[config.mk]
export PLATFORM = sky130hd
export DESIGN_NAME = penta_serial_sub
export DESIGN_NICKNAME = d
export VERILOG_FILES = /design/src/rtl/penta_serial_sub.sv
export SDC_FILE = /design/constraint.sdc
export NUM_CORES = 1
export LEC_CHECK = 0
export CAP_MARGIN = 5
export CORE_MARGIN = 2
export CORE_UTILIZATION = 50
export CTS_BUF_LIST = sky130_fd_sc_hd__clkbuf_8
export CTS_CLUSTER_DIAMETER = 60
export CTS_CLUSTER_SIZE = 12
export DETAILED_ROUTE_END_ITERATION = 10
export PLACE_DENSITY = 0.83
export SYNTH_ARGS = -nofsm -noshare
export SYNTH_HDL_FRONTEND = slang
export SYNTH_SLANG_ARGS = --single-unit
[constraint.sdc]
create_clock -name clk -period 3.5 [get_ports clk]
set_clock_uncertainty 0.1 [all_clocks]
set_input_delay 0.35 -clock clk [delete_from_list [all_inputs] [get_ports clk]]
set_output_delay 0.35 -clock clk [all_outputs]
set_load 0.005 [all_outputs]
[src/rtl/penta_serial_sub.sv]
// Digit-serial base-5 subtractor: one (minuend, subtrahend) digit pair per transfer, LSD first,
// with a one-deep registered output stage, a borrow chain, and per-word error tracking.
module penta_serial_sub #(
  parameter int unsigned MAX_DIGITS = 8
) (
  input  logic       clk,
  input  logic       rst,
  input  logic       in_valid,
  output logic       in_ready,
  input  logic [2:0] in_a,
  input  logic [2:0] in_b,
  input  logic       in_last,
  output logic       out_valid,
  input  logic       out_ready,
  output logic [2:0] out_diff,
  output logic       out_last,
  output logic       out_borrow,
  output logic       out_err
);

  localparam int unsigned CntW = $clog2(MAX_DIGITS);
  localparam logic [CntW-1:0] LastCnt = CntW'(MAX_DIGITS - 1);

  typedef enum logic [0:0] {StIdle, StActive} state_e;

  state_e          state_q, state_d;
  logic            borrow_q, borrow_d;
  logic            err_q, err_d;
  logic [CntW-1:0] cnt_q, cnt_d;
  logic            out_valid_q, out_valid_d;
  logic [2:0]      out_diff_q, out_diff_d;
  logic            out_last_q, out_last_d;
  logic            out_borrow_q, out_borrow_d;
  logic            out_err_q, out_err_d;

  logic            accept;
  logic            illegal;
  logic            borrow_in;
  logic [3:0]      sum;
  logic            no_borrow;
  logic [2:0]      legal_diff;
  logic            overflow;
  logic            word_end;
  logic            digit_borrow;

  assign in_ready = !out_valid_q || out_ready;
  assign accept   = in_valid && in_ready;
  assign illegal  = (in_a > 3'd4) || (in_b > 3'd4);

  // A fresh word never inherits a borrow, whatever borrow_q holds.
  assign borrow_in = (state_q == StActive) ? borrow_q : 1'b0;

  // Bias by 5 so the subtraction stays unsigned: sum = a + 5 - b - borrow, range 0..9.
  assign sum          = 4'd5 + {1'b0, in_a} - {1'b0, in_b} - {3'b000, borrow_in};
  assign no_borrow    = (sum >= 4'd5);
  assign legal_diff   = no_borrow ? 3'(sum - 4'd5) : sum[2:0];
  assign digit_borrow = illegal ? borrow_in : !no_borrow;

  assign overflow = (cnt_q == LastCnt) && !in_last;
  assign word_end = in_last || overflow;

  always_comb begin
    state_d      = state_q;
    borrow_d     = borrow_q;
    err_d        = err_q;
    cnt_d        = cnt_q;
    out_valid_d  = out_valid_q;
    out_diff_d   = out_diff_q;
    out_last_d   = out_last_q;
    out_borrow_d = out_borrow_q;
    out_err_d    = out_err_q;

    if (accept) begin
      out_valid_d  = 1'b1;
      out_diff_d   = illegal ? 3'd0 : legal_diff;
      out_borrow_d = digit_borrow;
      out_last_d   = word_end;
      out_err_d    = err_q || illegal || overflow;
      if (word_end) begin
        state_d  = StIdle;
        borrow_d = 1'b0;
        err_d    = 1'b0;
        cnt_d    = '0;
      end else begin
        state_d  = StActive;
        borrow_d = digit_borrow;
        err_d    = err_q || illegal;
        cnt_d    = cnt_q + CntW'(1);
      end
    end else if (out_ready) begin
      out_valid_d = 1'b0;
    end
  end

  always_ff @(posedge clk) begin
    if (rst) begin
      state_q      <= StIdle;
      borrow_q     <= 1'b0;
      err_q        <= 1'b0;
      cnt_q        <= '0;
      out_valid_q  <= 1'b0;
      out_diff_q   <= 3'd0;
      out_last_q   <= 1'b0;
      out_borrow_q <= 1'b0;
      out_err_q    <= 1'b0;
    end else begin
      state_q      <= state_d;
      borrow_q     <= borrow_d;
      err_q        <= err_d;
      cnt_q        <= cnt_d;
      out_valid_q  <= out_valid_d;
      out_diff_q   <= out_diff_d;
      out_last_q   <= out_last_d;
      out_borrow_q <= out_borrow_d;
      out_err_q    <= out_err_d;
    end
  end

  assign out_valid  = out_valid_q;
  assign out_diff   = out_diff_q;
  assign out_last   = out_last_q;
  assign out_borrow = out_borrow_q;
  assign out_err    = out_err_q;

endmodule

# ---- Word level (Yosys, flattened, before mapping)
# Cells that the tools add are included.
dict set report word_totals {
  wordCells 39
  register_bits 13
  inputBits 11
}
dict set report classes {
  n_reduce_logical 11
  eq_ne 1
  addsub 5
  magnitude_cmp 3
  mux 10
}
# operator n
set ops {}
lappend ops {{two-way mux 3 bit} 3}
lappend ops {{two-way mux 1 bit} 7}
lappend ops {{> comparator 3 bit, second input constant} 2}
lappend ops {{logical OR 1 bit} 5}
lappend ops {{adder 3 x 3 -> 4 bit, first input constant} 1}
lappend ops {{greater-or-equal comparator 4 x 3 -> 1 bit, second input constant} 1}
lappend ops {{subtractor 4 x 1 -> 4 bit} 1}
lappend ops {{subtractor 4 x 3 -> 4 bit} 1}
lappend ops {{adder 3 x 1 -> 3 bit, second input constant} 1}
lappend ops {{== test 3 bit, second input constant} 1}
lappend ops {{zero test 1 bit} 3}
lappend ops {{subtractor 3 bit, second input constant} 1}
lappend ops {{logical AND 1 bit} 2}
lappend ops {{nonzero test 2 bit} 1}

# ---- Longest topological paths before layout
# Gate-level depths: netlist of the first run.
dict set report depth {
  word_depth 7
  depth_mapped 11
  mapped_depth_nobuf 11
}

# ---- Least setup slack after synthesis of the first run
# OpenSTA, ideal clock, no wires.
dict set report synth_path {
  kind {register -> register}
  from {reg state_q}
  to {reg out_borrow_q (netlist: out_borrow)}
  setup_time_ns 0.079
  setup_slack_ns 0.989
  t_arrival_ns 2.331
  required_time_ns 3.321
  path_stages_with_launch 11
  synth_period_minus_slack_ns 2.511
  cell_sequence {dfxtp_1 and2_1 ha_1 inv_1 fa_1 ha_1 fa_1 xor2_1 a21oi_2 mux2i_1 a211oi_2}
}
dict set report synth_via {
  elab_chain_cells 5
}
# item line
set synth_lines {}
lappend synth_lines {{start: declaration} 26} ;# state_e state_q, state_d;
lappend synth_lines {{start signal: assignment} 97} ;# state_q <= StIdle;
lappend synth_lines {{start signal: assignment} 107} ;# state_q <= state_d;
lappend synth_lines {{two-way mux 1 bit *} 51} ;# assign borrow_in = (state_q == StActive) ? borrow_q : 1'b0;
lappend synth_lines {{subtractor 4 x 1 -> 4 bit} 54} ;# assign sum = 4'd5 + {1'b0, in_a} - {1'b0, in_b} - {3'b000, borrow_in};
lappend synth_lines {{greater-or-equal comparator 4 x 3 -> 1 bit} 55} ;# assign no_borrow = (sum >= 4'd5);
lappend synth_lines {{zero test 1 bit} 57} ;# assign digit_borrow = illegal ? borrow_in : !no_borrow;
lappend synth_lines {{two-way mux 1 bit *} 57}
lappend synth_lines {{end signal: assignment} 114} ;# out_borrow_q <= out_borrow_d;
lappend synth_lines {{end: declaration} 33} ;# logic out_borrow_q, out_borrow_d;
# Every way passes the cells marked *; elsewhere a longest branch is shown, timed or not.
# A chain may end at the register's enable or synchronous reset.

# ---- Worst setup path in the final report of the first run
dict set report layout_path {
  from {in in_b[0]}
  to {reg out_borrow_q (netlist: out_borrow)}
}
dict set report layout_via {
  elab_chain_cells 5
  word_cells_on_any_way 7
}
# item line
set layout_lines {}
lappend layout_lines {{start: declaration} 11} ;# input logic [2:0] in_b,
lappend layout_lines {{subtractor 4 x 3 -> 4 bit} 54}
lappend layout_lines {{subtractor 4 x 1 -> 4 bit} 54}
lappend layout_lines {{greater-or-equal comparator 4 x 3 -> 1 bit} 55}
lappend layout_lines {{zero test 1 bit} 57}
lappend layout_lines {{two-way mux 1 bit *} 57}
# Marked as above.

==> results of run 1 <==
==> metal layers <==
layer | routed length, microns | track usage (%) | vias to the layer above
met4 | 19 | 8.48 | 0
met1 | 707 | 22.1 | 306
met3 | 71 | 7.92 | 4
met2 | 766 | 32.1 | 14
met5 | 0 | 0 | -
li1 | - | - | 327
==> layout make-up <==
cell class	instances	area, sq um	area share [%]
multi-input cells	60	468	46.5
flip-flops and latches	13	260	25.8
repair buffers	18	180	17.9
clock buffers	3	41.3	4.10
inverters	9	33.8	3.35
well taps	16	20.0	1.99
clock inverters	1	3.75	0.373
==> sequential cells by signal (all words and copies together) (netlist names) <==
signal / cells
out_diff: 3
out_last: 1
err_q: 1
out_err: 1
borrow_q: 1
state_q: 1
out_valid: 1
cnt_q: 3
out_borrow: 1
==> power by group <==
part,internal (W),switching [W]
registers,0.000157,0.00000476
logic,0.0000490,0.0000470
clock network,0.0000775,0.0000553
==> synth_stat cells, types with 2 or more instances <==
master	instances
and2_1	2
nand2_1	8
or3_1	2
nand2_2	2
a21oi_1	6
inv_1	9
nand3b_1	3
dfxtp_1	13
a21oi_2	2
o21ai_1	3
fa_1	2
nand3_1	2
mux2i_1	2
nor2_1	5
ha_1	8
==> worst register-to-register path: cells and delay by family (launching register included) <==
family / cells / cell delay (ns)
buffers and inverters: 1 / 0.06
adders and majority gates: 4 / 1.19
and+or+nand+nor: 1 / 0.17
DFF: 1 / 0.30
muxes: 1 / 0.15
xor gates and xnor gates: 1 / 0.19
AOI/OAI and AO/OA: 2 / 0.43
==> logic make-up (layout without fill, tap and decap cells) <==
family          after synthesis  count (layout)  synth area share [%]
compound gates               17              17                  16.0
xor+xnor                      2               2                  2.23
fa+ha+maj                    10              10                  17.9
buf+inv                      12              31                  7.18
flops                        13              13                  33.2
mux                           2               2                  2.55
simple gates                 29              29                  21.1
==> placed cells by master (no fill, tap or decap), types with 2 or more instances in the layout <==
cell and instances:
nand3b_1 3, ha_1 8, mux2i_1 2, o21ai_1 3, nand2_2 2, nor2_1 5, clkbuf_8 3, clkdlybuf4s50_1 18
inv_1 10, a21oi_2 2, dfxtp_1 13, nand3_1 2, nand2_1 8, and2_1 2, fa_1 2, or3_1 2
a21oi_1 6
==> per-stage QoR <==
stage	utilization (%)	instance area, sq um
2_1_floorplan	-	785
3_3_place_gp	64.6	962
3_5_place_dp	64.6	962
4_1_cts	67.6	1010
5_1_grt	67.6	1010
6_report	67.6	1010
==> worst max-delay path by stage <==
stage                                    start                       to  slack, ns  depth (start not counted)
after global placement                 in_b[0]  out_borrow$_SDFFE_PP0P_       0.51                         10
after CTS                              in_b[0]  out_borrow$_SDFFE_PP0P_       0.70                         10
after global routing                   in_b[0]  out_borrow$_SDFFE_PP0P_       0.57                         10
after floorplan           state_q$_SDFFE_PP0P_  out_borrow$_SDFFE_PP0P_       0.99                         10
after detailed placement               in_b[0]  out_borrow$_SDFFE_PP0P_       0.44                         10
final                                  in_b[0]  out_borrow$_SDFFE_PP0P_       0.70                         10
==> summary by stage, run 1 <==
Power and ir drop
The static leakage is about 0.43 nW. The power density over the cells is approximately 390 nW/um^2. IR analysis of the VDD net gives a maximum drop of approximately 0.00026 V. The overall power after layout is about 0.00039 W.

Timing
The tightest hold path in the finished design has a slack of 0.353 ns. The peak clock frequency supported by timing is between 300 and 400 MHz. Setup total negative slack on the finished layout was measured at 0 ns. Setup repair after global routing left no endpoint under its margin. The ratio of final minimum period to clock period is between 70% and 80%. The final count of hold timing violations is 0. The worst relative slew slack is about three fifths.

For the pin with the worst max-slew slack, the measured transition is a little over 0.6 ns. The max-slew violation total from the final report is 0. The final setup violation count is 0. The final worst-path setup slack is roughly 0.7 ns. Counting I/O delays and the setup requirement, the final critical path takes 2.80 ns.

Route
The final antenna-violating net count is 0. In the final routed layout, each cell accounts on average for 13.0 microns. After detailed routing, the total wire length is around 1.6 mm. The count of vias placed by the detailed router is approximately 650. The first detailed-routing pass took 2 iterations. The number of remaining DRC errors is 0. Using the TritonRoute via totals, the vias-per-cell ratio works out to around 5.4. The count of routing violations after the opening detailed-route iteration is 7.

Setup path
Traced cell by cell, the critical path runs through clkdlybuf4s50_1 -> ha_1 -> inv_1 -> fa_1 -> ha_1 -> fa_1 -> xor2_1 -> a21oi_2 -> mux2i_1 -> a211oi_2. The largest individual stage delay along the critical path comes from the cell clkdlybuf4s50_1. The startpoint kind of the worst setup timing path is a primary input. The highest net fanout along the worst path is 3.

The combined buffer and inverter count along the critical path is 2. The cell family contributing the most delay on the critical path is adder cells. The class of the most critical setup path is primary input to flop. The data required time of the worst path is 3.56 ns. The worst register-to-register path has a setup slack of roughly 0.83 ns. The worst register-to-register path has a depth of 10. The worst setup path is captured at a flop. The startpoint identified for the worst register-to-register timing path is state_q$_SDFFE_PP0P_. The largest single stage delay on the critical path is around 0.5 ns. The terminus of the critical flop-to-flop path is out_borrow$_SDFFE_PP0P_. Data arrives at the worst endpoint at between 2 and 3 ns.

Placement
During placement, the flow inserted port buffers numbering 18. The half-perimeter wire length after detailed placement is ~1.2 mm. The final estimated routing congestion in global placement is slightly below 0.8. The setup slack at placement is approximately 0.44 ns. The placed cell count is ~120.

Finish
The number of diodes added for antenna fixing is 0. After the last flow step, the layout net total stands at 126. The post-synthesis to final-layout area growth is 28.4%.

The number of standard cells in the layout, taps in and fillers out is between 100 and 150. The share of post-route cells with drive strength above 1 is 12.5%. The count of fill cells added during filler insertion is between 100 and 150.

GRT
The maximum number of pins on one net before global-route repair is 16. The via count of the first global-routing pass came to about 650. The initial antenna violation count is 0. The overall overflow remaining after global route is 0. The global routing usage summed across all routing layers is 19.5%. The first-pass GRT wire length is between 2 and 3 mm.

Clocking
TritonCTS built the clock tree. Counting along the longest clock path gives a buffer depth of 2. The buffer cell driving the clock tree root is clkbuf_8. In this run, post-CTS repair resized a total of 0 instances.

Counting the buffers created by CTS gives 3. After clock tree synthesis, the flow added hold-fix buffers numbering 0. Post-CTS timing repair inserted 0 buffers for setup. Counting every sink on the clock net gives 13. The post-CTS clock slew at the launch and capture registers of the worst setup and hold paths is about 0.06 ns. The worst-skew pair later-pin latency is 0.25 ns. In this run the number of H-tree levels came out at 1.

Yosys
For this run, the number of Yosys warnings is 0. For this run, the leading register cell type out of synthesis is dfxtp_1. Of the post-synthesis cell area, the dominant cell type holds about a third. The biggest area contributor in the post-synthesis netlist is dfxtp_1. The share of the yosys chip area belonging to registers is 33.2%.

The number of enable-type register cells in the synthesized netlist is 0. Of all flip-flops after synthesis, the portion carrying an async set or reset was 0%. The number of unique standard cell types used by synthesis is 31. A synthesized cell averages between 9 and 10 sq um. The number of storage elements in the synthesis netlist is 13. Sorting the synthesized cells by area gives the leading types as dfxtp_1 33%, ha_1 13%, fa_1 5.1%. The net count after synthesis is around 110. The post-synthesis cell count is between 80 and 90. The post-synthesis instance area is 785 sq um.

Run
The number of max-capacitance violations reported is 0.

Floorplanning
In this run the horizontal extent of the chip is approximately 44 microns. The die covers 1900 sq um. The floorplan has 14 rows.

Once the floorplan was initialized, standard cells occupied 52.7% of the core. After floorplanning, the core was sized to cover 1490 sq um. The die is between 40 and 50 microns tall. The number of top-level pins is 19.

Min path
The cell depth of the worst min-delay path is 2. The worst hold path terminates at out_diff[2]$_SDFFE_PP0P_. The hold path startpoint is out_diff[2]$_SDFFE_PP0P_. The path class of the lowest-slack min-delay path is flop to flop.

Status
The flow ran to the end, and the final reports show no timing, DRC or antenna violations.
(Power assumes the default switching activity.)
==> run 2: changes to the inputs <==
==> constraint.sdc (replaced) <==
create_clock -name clk -period 2.66 [get_ports clk]
set_clock_uncertainty 0.1 [all_clocks]
set_input_delay 0.266 -clock clk [delete_from_list [all_inputs] [get_ports clk]]
set_output_delay 0.266 -clock clk [all_outputs]
set_load 0.005 [all_outputs]
==> summary by stage, run 2 (same netlist as run 1, synthesis figures left out) <==
Clocking
The later pin in the worst-skew pair is clocked with a latency of ~0.25 ns. In this run, CTS created clock tree buffers numbering 3. TritonCTS built the clock tree.

The clock passes through at most 2 buffers. The post-CTS clock slew at the launch and capture registers of the worst setup and hold paths is 0.06 ns. The buffer cell driving the clock tree root is clkbuf_8.

The count of hold-fix buffers inserted at cts is 0. The H-tree level count is 1. For this design, the sink count on the clock tree is 13.

Route
The number of iterations in the first detailed-routing pass is 2. Wire segments on met2 add up to about 910 microns in the final route. The total met3 wirelength after detailed routing is slightly above 80 microns. The number of remaining DRC errors is 0.

The uppermost layer routed is met4. Dividing the detail-routed via count by the number of cells gives 5.31. The met1 routed wirelength after detailed routing is just over 700 microns.

Summed over all layers, the routed wires come to between 1.5 and 2 mm. After the first detailed-routing iteration, the DRC count stood at 2. Dividing the detail-routed wire length by the instance count gives 14.6 microns. Across all layers, the routed design uses around 660 vias.

The final antenna-violating net count is 0.

Timing
The aggregate negative setup slack is 0 ns. The peak clock frequency supported by timing is 381 MHz. The final setup violation count is 0. The max-slew violation total from the final report was 0. The worst relative slew slack is approximately 60%. The ratio of final minimum period to clock period is 98.6%. The worst path needs between 2 and 3 ns of the cycle, external delays included. At the pin with the least slew margin, the transition time is about 0.59 ns.

The final count of hold timing violations is 0.

Setup path
The worst setup path is of the flop to flop kind. The signal arrival time at the worst endpoint is ~2.7 ns. The type of destination of the critical path is a flop. The register-to-register setup slack is ~0.038 ns. In this run the worst path has a maximum fanout of 3. The startpoint kind of the worst setup timing path is a flop. The data required time of the worst path is between 2 and 3 ns. The worst-case reg-to-reg path depth is 10.

Power and ir drop
The power density over the cells is 497 nW/um^2. The overall power after layout is ~0.00055 W. The maximum ir drop on the vdd rail is roughly 0.00034 V. The static leakage is approximately 0.46 nW.

Floorplanning
The initial core utilization is roughly 53%. The core region area is 1490 sq um. 19 I/O pins were placed. The row count is 14. The die extent in y is 43.6 microns. The floorplan step set the die width to 43.6 microns.

The area enclosed by the die boundary is 1900 sq um.

Placement
The HPWL after detailed placement is ~1.2 mm. The number of I/O port buffers is 18. At the end of routability-driven placement, the weighted congestion stood at 0.763.

Finish
The top cell types in the final layout, fill and taps aside, are 17 x clkdlybuf4s50_1, 11 x dfxtp_1, 9 x inv_1, 8 x nand2_1. Counting the fill cells in the layout gives approximately 100. The share of post-route cells with drive strength above 1 is between 20% and 30%. The leading cell type in the layout, fill and taps excluded is clkdlybuf4s50_1. The post-layout net count is 130. The final cell utilization of the core is 74.0%. The number of diodes added for antenna fixing is 0. Relative to the synthesized area, the layout overhead comes to 40.5%.

GRT
The via count of the first global-routing pass is between 700 and 800. The maximum number of pins on one net before global-route repair is 16. The initial antenna violation count came to 0. The overall overflow remaining after global route is 0. The global routing usage summed across all routing layers is 22.1%. The first global-routing pass estimated a little over 3 mm of wire.

Status
The run finished with clean final reports.

Min path
The path class of the lowest-slack min-delay path is flop to flop. The cell depth of the worst min-delay path is 2.

Run
Across the run, the number of max-cap violations was 0.
==> run 2: final cells by class <==
class                   instances  area, sq um  share of cell area (%)
inverters                       9         33.8                    3.06
flip-flops and latches         13          263                    23.8
clock inverters                 1         3.75                   0.341
repair buffers                 22          209                    19.0
multi-input cells              60          532                    48.2
well taps                      16         20.0                    1.82
clock buffers                   3         41.3                    3.75
==> run 2: layer usage <==
metal	GRT usage (%)	vias up
met5	0	-
met3	7.08	10
li1	-	332
met1	25.3	298
met4	10.9	0
met2	36.8	19
==> run 2: repair_timing <==
| item | CTS | global route |
|---|---|---|
| setup endpoints to repair | 4 | 4 |
| setup buffers | 2 | 2 |
| resized for setup | 12 | 3 |
| pin swaps | 7 | 7 |
| cloned | 0 | 0 |
==> run 2: path summary, 6_finish.rpt <==
kind,start,to
hold reg to reg,out_diff[2]$_SDFFE_PP0P_,out_diff[2]$_SDFFE_PP0P_
hold / removal,out_diff[2]$_SDFFE_PP0P_,out_diff[2]$_SDFFE_PP0P_
setup reg to reg,state_q$_SDFFE_PP0P_,borrow_q$_SDFFE_PP0P_
setup / recovery,state_q$_SDFFE_PP0P_,borrow_q$_SDFFE_PP0P_
==> run 2: per-stage QoR <==
step                hold WS (ns)  instance area (sq um)  instances  worst slack, ns
CTS                        0.352                   1070        123          -0.0395
global placement           0.339                    970        117           -0.224
detailed placement         0.344                    970        117           -0.339
floorplan                  0.268                    785         85            0.149
global route               0.377                   1100        124          -0.0563
finish                     0.348                   1100        124           0.0385
==> run 2: critical path: stages (launching register included) <==
cell and delay [ns]:
dfxtp_2 0.31, and2_4 0.16, ha_4 0.15, inv_2 0.04
fa_1 0.45, ha_4 0.19, fa_2 0.36, xor2_2 0.18
a21oi_4 0.17, mux2i_2 0.12, o41ai_2 0.28
==> run 2: where the power goes <==
part | total (W) | internal (W) | switching, W
Sequential | 0.000213 | 0.000206 | 0.00000689
Clock | 0.000176 | 0.000102 | 0.0000743
Combinational | 0.000158 | 0.0000824 | 0.0000758
Total | 0.000548 | 0.000391 | 0.000157
